File: src/rtl/pipe_pkg.sv
// Shared pipeline definitions: multi-cycle ALU codes, forward-select values, md FSM states.
// Latency: n/a (constants and pure helper functions only).
// Backpressure: n/a.
package pipe_pkg;

  // EXE ALU operation codes that occupy EXE for more than one cycle
  localparam logic [5:0] ALU_MULT  = 6'h18;
  localparam logic [5:0] ALU_MULTU = 6'h19;
  localparam logic [5:0] ALU_DIV   = 6'h1A;
  localparam logic [5:0] ALU_DIVU  = 6'h1B;

  // Operand forward select encoding; 2'd3 is never driven
  localparam logic [1:0] FWD_RF  = 2'd0;
  localparam logic [1:0] FWD_MEM = 2'd1;
  localparam logic [1:0] FWD_WB  = 2'd2;

  // Multiply/divide occupancy FSM
  typedef logic [0:0] md_state_t;
  localparam md_state_t ST_IDLE    = 1'b0;
  localparam md_state_t ST_MD_BUSY = 1'b1;

  function automatic logic is_md_op(input logic [5:0] op);
    return (op == ALU_MULT) || (op == ALU_MULTU) || (op == ALU_DIV) || (op == ALU_DIVU);
  endfunction

  function automatic logic is_div_op(input logic [5:0] op);
    return (op == ALU_DIV) || (op == ALU_DIVU);
  endfunction

endpackage

File: src/rtl/fwd_unit.sv
// Operand forward select for one EXE source register (MEM > WB > register file).
// Latency: purely combinational, zero cycles.
// Backpressure: none; sources are held stable by the pipeline during FREEZE.
// Ports: i_src (EXE source), i_mem_wr/i_mem_dst, i_wb_wr/i_wb_dst, o_sel (2-bit select).
module fwd_unit
  import pipe_pkg::*;
(
  input  logic [4:0] i_src,
  input  logic       i_mem_wr,
  input  logic [4:0] i_mem_dst,
  input  logic       i_wb_wr,
  input  logic [4:0] i_wb_dst,
  output logic [1:0] o_sel
);

  logic w_mem_hit;
  logic w_wb_hit;

  // A zero destination never matches, so r0 always reads the register file
  assign w_mem_hit = i_mem_wr && (i_mem_dst != 5'd0) && (i_mem_dst == i_src);
  assign w_wb_hit  = i_wb_wr  && (i_wb_dst  != 5'd0) && (i_wb_dst  == i_src);

  always_comb begin
    o_sel = FWD_RF;
    if (w_mem_hit)     o_sel = FWD_MEM;
    else if (w_wb_hit) o_sel = FWD_WB;
  end

endmodule

File: src/rtl/hazard_ctrl.sv
// Pipeline hazard control: operand forwarding, load-use stall, multi-cycle mul/div freeze.
// Latency: all outputs combinational from inputs and the md FSM state.
// Backpressure: FREEZE holds every pipeline register and overrides the load-use stall/bubble.
// Ports: CLK/RESET (async active-low); ID operands (id_*); EXE sources, op, dest, load flag;
//   MEM/WB destinations; outputs fwdA_sel/fwdB_sel, FREEZE, stall_front, bubble_EXE, md_busy.
// Build option: define HAZ_MULDIV_EN to enable the multi-cycle mul/div freeze FSM; otherwise
//   FREEZE and md_busy are tied low and mul/div are treated as single-cycle.
module hazard_ctrl
  import pipe_pkg::*;
#(
  parameter int MUL_LAT = 4,
  parameter int DIV_LAT = 32
) (
  input  logic       CLK,
  input  logic       RESET,
  input  logic       id_valid,
  input  logic [4:0] id_rs,
  input  logic [4:0] id_rt,
  input  logic       id_uses_rt,
  input  logic [4:0] readRegisterA1,
  input  logic [4:0] readRegisterB1,
  input  logic [5:0] ALU_control1,
  input  logic [4:0] writeRegister1,
  input  logic       do_writeback1_ID,
  input  logic       MemRead1,
  input  logic [4:0] writeRegister1_PR,
  input  logic       do_writeback1_PR,
  input  logic [4:0] writeRegister1_WB,
  input  logic       do_writeback1_WB,
  output logic [1:0] fwdA_sel,
  output logic [1:0] fwdB_sel,
  output logic       FREEZE,
  output logic       stall_front,
  output logic       bubble_EXE,
  output logic       md_busy
);

  logic w_load_use;
  logic w_freeze;

  fwd_unit u_fwd_a (
    .i_src     (readRegisterA1),
    .i_mem_wr  (do_writeback1_PR),
    .i_mem_dst (writeRegister1_PR),
    .i_wb_wr   (do_writeback1_WB),
    .i_wb_dst  (writeRegister1_WB),
    .o_sel     (fwdA_sel)
  );

  fwd_unit u_fwd_b (
    .i_src     (readRegisterB1),
    .i_mem_wr  (do_writeback1_PR),
    .i_mem_dst (writeRegister1_PR),
    .i_wb_wr   (do_writeback1_WB),
    .i_wb_dst  (writeRegister1_WB),
    .o_sel     (fwdB_sel)
  );

  // Load in EXE whose result the ID instruction needs next cycle
  assign w_load_use = id_valid && MemRead1 && do_writeback1_ID && (writeRegister1 != 5'd0) &&
                      ((id_rs == writeRegister1) || (id_uses_rt && (id_rt == writeRegister1)));

`ifdef HAZ_MULDIV_EN

  localparam logic [5:0] MUL_CNT_INIT = 6'(MUL_LAT - 2);
  localparam logic [5:0] DIV_CNT_INIT = 6'(DIV_LAT - 2);

  md_state_t  r_state;
  logic [5:0] r_md_cnt;
  logic       w_md_op;

  assign w_md_op = is_md_op(ALU_control1);

  // The first freeze cycle is raised from IDLE on the op itself, so the counter only has
  // to cover LAT-2 further freeze cycles plus one final unfrozen cycle in MD_BUSY.
  always_ff @(posedge CLK or negedge RESET) begin
    if (!RESET) begin
      r_state  <= ST_IDLE;
      r_md_cnt <= 6'd0;
    end else begin
      case (r_state)
        ST_IDLE: begin
          if (w_md_op) begin
            r_state  <= ST_MD_BUSY;
            r_md_cnt <= is_div_op(ALU_control1) ? DIV_CNT_INIT : MUL_CNT_INIT;
          end
        end
        default: begin
          if (r_md_cnt != 6'd0) begin
            r_md_cnt <= r_md_cnt - 6'd1;
          end else begin
            r_state <= ST_IDLE;
          end
        end
      endcase
    end
  end

  // RESET gates the IDLE-start term too, so a md op still sitting in EXE while reset is
  // asserted cannot raise FREEZE against a pipeline that is being cleared.
  assign w_freeze = RESET && (((r_state == ST_IDLE) && w_md_op) ||
                              ((r_state == ST_MD_BUSY) && (r_md_cnt != 6'd0)));
  assign md_busy  = (r_state == ST_MD_BUSY);

`else

  logic w_unused_md;

  assign w_unused_md = ^{CLK, RESET, ALU_control1, 6'(MUL_LAT), 6'(DIV_LAT)};
  assign w_freeze    = 1'b0;
  assign md_busy     = 1'b0;

`endif

  assign FREEZE = w_freeze;

  // Freeze wins: the load-use check is repeated once the pipeline moves again
  assign stall_front = w_load_use && !w_freeze;
  assign bubble_EXE  = w_load_use && !w_freeze;

endmodule

File: config.mk
export PLATFORM = sky130hd
export DESIGN_NAME = hazard_ctrl
export DESIGN_NICKNAME = d
export VERILOG_FILES = /design/src/rtl/pipe_pkg.sv /design/src/rtl/fwd_unit.sv /design/src/rtl/hazard_ctrl.sv
export SDC_FILE = /design/constraint.sdc
export NUM_CORES = 1
export LEC_CHECK = 0
export CELL_PAD_IN_SITES_DETAIL_PLACEMENT = 1
export CELL_PAD_IN_SITES_GLOBAL_PLACEMENT = 2
export CORE_MARGIN = 2
export CORE_UTILIZATION = 12
export DETAILED_ROUTE_END_ITERATION = 8
export GPL_TIMING_DRIVEN = 0
export PLACE_DENSITY_LB_ADDON = 0.1
export SETUP_SLACK_MARGIN = 0.05
export SYNTH_ARGS = -nofsm -noshare
export SYNTH_HDL_FRONTEND = slang
export SYNTH_SLANG_ARGS = --single-unit
File: constraint.sdc
create_clock -name vclk -period 4.35
set_input_delay 0.87 -clock vclk [all_inputs]
set_output_delay 0.87 -clock vclk [all_outputs]
set_load 0.02 [all_outputs]
Yosys cells after proc, flatten, opt, wreduce, memory -nomap -nowiden
Index checks and enable logic that the tools add are counted.
- equal/unequal tests: 6
- muxes and demuxes: 4
- reductions and logical operators: 15
- operators with widths (cell ; count):
    5-bit equality test ; 6
    5-bit nonzero test ; 3
    1-bit logical AND ; 11
    2-bit 2-to-1 mux ; 4
    1-bit logical OR ; 1
- register bits: 0
- input port bits: 49

Logic depth before layout (Yosys ltp)
- depth in word-level cells: 5
- mapped depth: 5
- gate-level depth less buffers: 4

Cells and area by module
From an unflattened synthesis, not the netlist that was laid out.
- cell total of the unflattened synthesis: 63
- area, all modules: 474.2 um2
- modules (own cells, without submodules) (module ; instances ; cells an instance ; area an instance (um2)):
    fwd_unit ; 2 ; 21 ; 158.9
    hazard_ctrl ; 1 ; 21 ; 156.4

Worst setup path before layout
No wires, ideal clock.
- kind: input -> output
- start point: input port writeRegister1_PR[0]
- end point: output port fwdA_sel[1]
- data arrival time: 2.132 ns
- data required time: 3.480 ns
- slack: 1.348 ns
- stages: 4
- path through: or4_1 -> o21ai_2 -> nor4_1 -> nor4_2
- longest elaborated chain between the ends: 4
- ends and longest elaborated chain (item ; line ; RTL):
    from (decl) ; hazard_ctrl.sv:26 ; input logic [4:0] writeRegister1_PR,
    5-bit nonzero test ; fwd_unit.sv:20 ; assign w_mem_hit = i_mem_wr && (i_mem_dst != 5'd0) && (i_mem_dst == i_src);
    1-bit logical AND ; fwd_unit.sv:20 ;
    1-bit logical AND * ; fwd_unit.sv:20 ;
    net u_fwd_a.w_mem_hit ; fwd_unit.sv:16 ; logic w_mem_hit;
    2-bit 2-to-1 mux * ; fwd_unit.sv:25 ; if (w_mem_hit) o_sel = FWD_MEM;
    to (decl) ; hazard_ctrl.sv:30 ; output logic [1:0] fwdA_sel,
Mark *: on every way through the listed nets, which the timed path passes. The rest lies on a longest branch.

Worst setup path after layout
Ends and elaborated chain as after synthesis.

==> impl_metrics.yaml <==
finish:
  area_delta_synth_final_pct: 121
  num_antenna_cells: 0
  design.seq.count: 0
  final_area_um2: 970
  clockBufferCount: 0
  seq_area_um2: 0
  fillers: 423
  nets: 154
  drive_above_1_share_pct: 7.77
  post-route-util_pct: 28.4
clock_tree:
  postCtsSetupBuffers: 0
  cts_resized: 0
  ctsHoldBuffers: 0
yosys:
  synth.top_cell.area_share_pct: 42.0
  synthSimpleGateAreaFrac_pct: 24.3
  synth_top_family_by_area: "XOR/XNOR gates"
  muxShareOfSynthArea_pct: 0
  synth_common_cells: "xor2_1, xnor2_1, buf_4, or4_1, nand3_1"
  syn_area_per_cell_um2: 7.96
  ys_types: 13
  synth_xor_area_share_pct: 60.0
  yosysMostFrequentCell: "xor2_1"
  syn_inst: 55
  synth_compound_area_share_pct: 6.29
  netlist.top_cell.by_area: "xor2_1"
  yosys_warnings: 0
  synth_fa_ha_area_share_pct: 0
  synthesis.area_um2: 438
  synth_area_leaders: "xor2_1, xnor2_1, buf_4"
  seq_area_frac_synth_pct: 0
critical_path:
  cp.arrival_ns: 3.08
  critPathKind: "in2out"
  crit_top_cell: "clkdlybuf4s50_1"
  slowest_delay_ns: 0.64
  cp.required_ns: 3.48
  critical_path.startpoint: "writeRegister1_PR[0]"
  critPathSlowestCell: "clkdlybuf4s50_1"
  start_kind: "input port"
  cp_max_fo: 3
  critPathCaptureType: "output port"
  cp_cell_sequence: "clkdlybuf4s50_1, or4_1, o21ai_2, nor4_1, nor4_2, clkdlybuf4s50_1"
power_and_ir_drop:
  p_clk_share_pct: 0
  seq_power_share_pct: 0
  combPwrFrac_pct: 100.0
  power_density_nw_per_um2: 82.3
  ir_worst_vdd_v: 0.0000225
  p_leak_nw: 0.339
  swShare_pct: 36.1
  p_switching_w: 0.0000288
  p_int_w: 0.0000510
placement:
  dp_hpwl_um: 1590
  gp_congestion: 0.704
  pre_cts_ws_ns: 0.366
  port_buffers: 47
  dpl_cell_area_um2: 970
floorplan:
  dieWidth_um: 64.4
  num_rows: 21
  fp.dieArea_um2: 4150
  die_y_um: 64.4
  initial_core_util_pct: 12.8
  core-area_um2: 3420
  io_pins: 57
outcome:
  outcome: "finished clean"
global_routing:
  first_global_vias: 596
  grt_max_degree: 4
  gr-total-overflow: 0
  grt_pass1_wl_um: 2790
  antenna_found_initial: 0
  grt_util_met1_pct: 9.24
  track_usage_pct: 7.91
  busiest_layer: "met2"
  grtUsageMet2_pct: 16.0
  grtUsageMet3_pct: 1.04
sta:
  finalSetupViolations: 0
  setup_ws_ns: 0.400
  tns_ns: 0
  slew_viol_final: 0
  period_share_pct: 90.8
  grt_setup_unrepaired: "no"
  max_freq_ghz: 0.253
  fin_crit_ns: 3.95
  hold_viol: 0
detailed_routing:
  ant_nets: 0
  drc: 0
  post_drt_wl_per_cell_um: 11.2
  drt_first_iter_violations: 4
  via_count: 558
  drt_wl_total_um: 1660
  vias_per_cell: 3.74
  dr.pass1.iters: 2
worst_hold_path:
  hold_path.class: "in2out"
  min_from: "do_writeback1_ID"
job:
  max_cap_violations: 0
==> worst paths after layout <==
path,cells past startpoint,slack [ns],end
worst max-delay path,6,0.40,fwdA_sel[1]
worst min-delay path,4,2.79,bubble_EXE
==> metrics by stage <==
| step | power (W) | hold WS, ns | instances |
|---|---|---|---|
| final | 0.0000798 | 2.79 | 149 |
| after global routing | 0.0000873 | 2.87 | 149 |
| after CTS | 0.0000815 | 2.81 | 149 |
| after detailed placement | 0.0000811 | 2.80 | 149 |
| after global placement | 0.0000808 | 2.81 | 149 |
| after floorplan | 0.0000289 | 1.90 | 56 |
==> power groups by stage <==
stage                     clock [W]  combinational [W]  sequential (W)
after floorplan                   0          0.0000289               0
after global placement            0          0.0000808               0
after detailed placement          0          0.0000811               0
after CTS                         0          0.0000815               0
after global routing              0          0.0000873               0
final                             0          0.0000798               0
==> layout by cell type, fill, tap and decap left out, types with 2 or more instances in the layout <==
master | netlist | routed
xnor2_1 | 9 | 9
conb_1 | 1 | 2
clkdlybuf4s50_1 | 0 | 47
buf_4 | 5 | 5
nand3_1 | 4 | 4
nor4_2 | 2 | 2
nor4_1 | 3 | 3
xor2_1 | 21 | 21
or4_1 | 5 | 5
==> cell type report <==
type / count / area, um2 / area share (%)
buffer: 5 / 37.5 / 3.87
timing repair buffer: 47 / 470 / 48.5
multi-input combinational: 51 / 404 / 41.7
tap: 46 / 57.6 / 5.94
==> layer usage <==
layer | vias up | wire length (um)
li1 | 286 | -
met1 | 250 | 627
met2 | 22 | 919
met3 | 0 | 117
met4 | 0 | 0
met5 | - | 0
==> logic make-up after synthesis <==
group                     after synthesis
buffers and inverters                   5
other                                   1
AOI/OAI and AO/OA                       4
and+or+nand+nor                        15
xor gates and xnor gates               30
==> critical path, delay by kind of cell <==
| kind | cells | cell delay [ns] |
|---|---|---|
| buffers and inverters | 2 | 1.12 |
| AO/OA/AOI/OAI | 1 | 0.16 |
| AND/OR/NAND/NOR | 3 | 0.93 |
(Power assumes the default switching activity.)
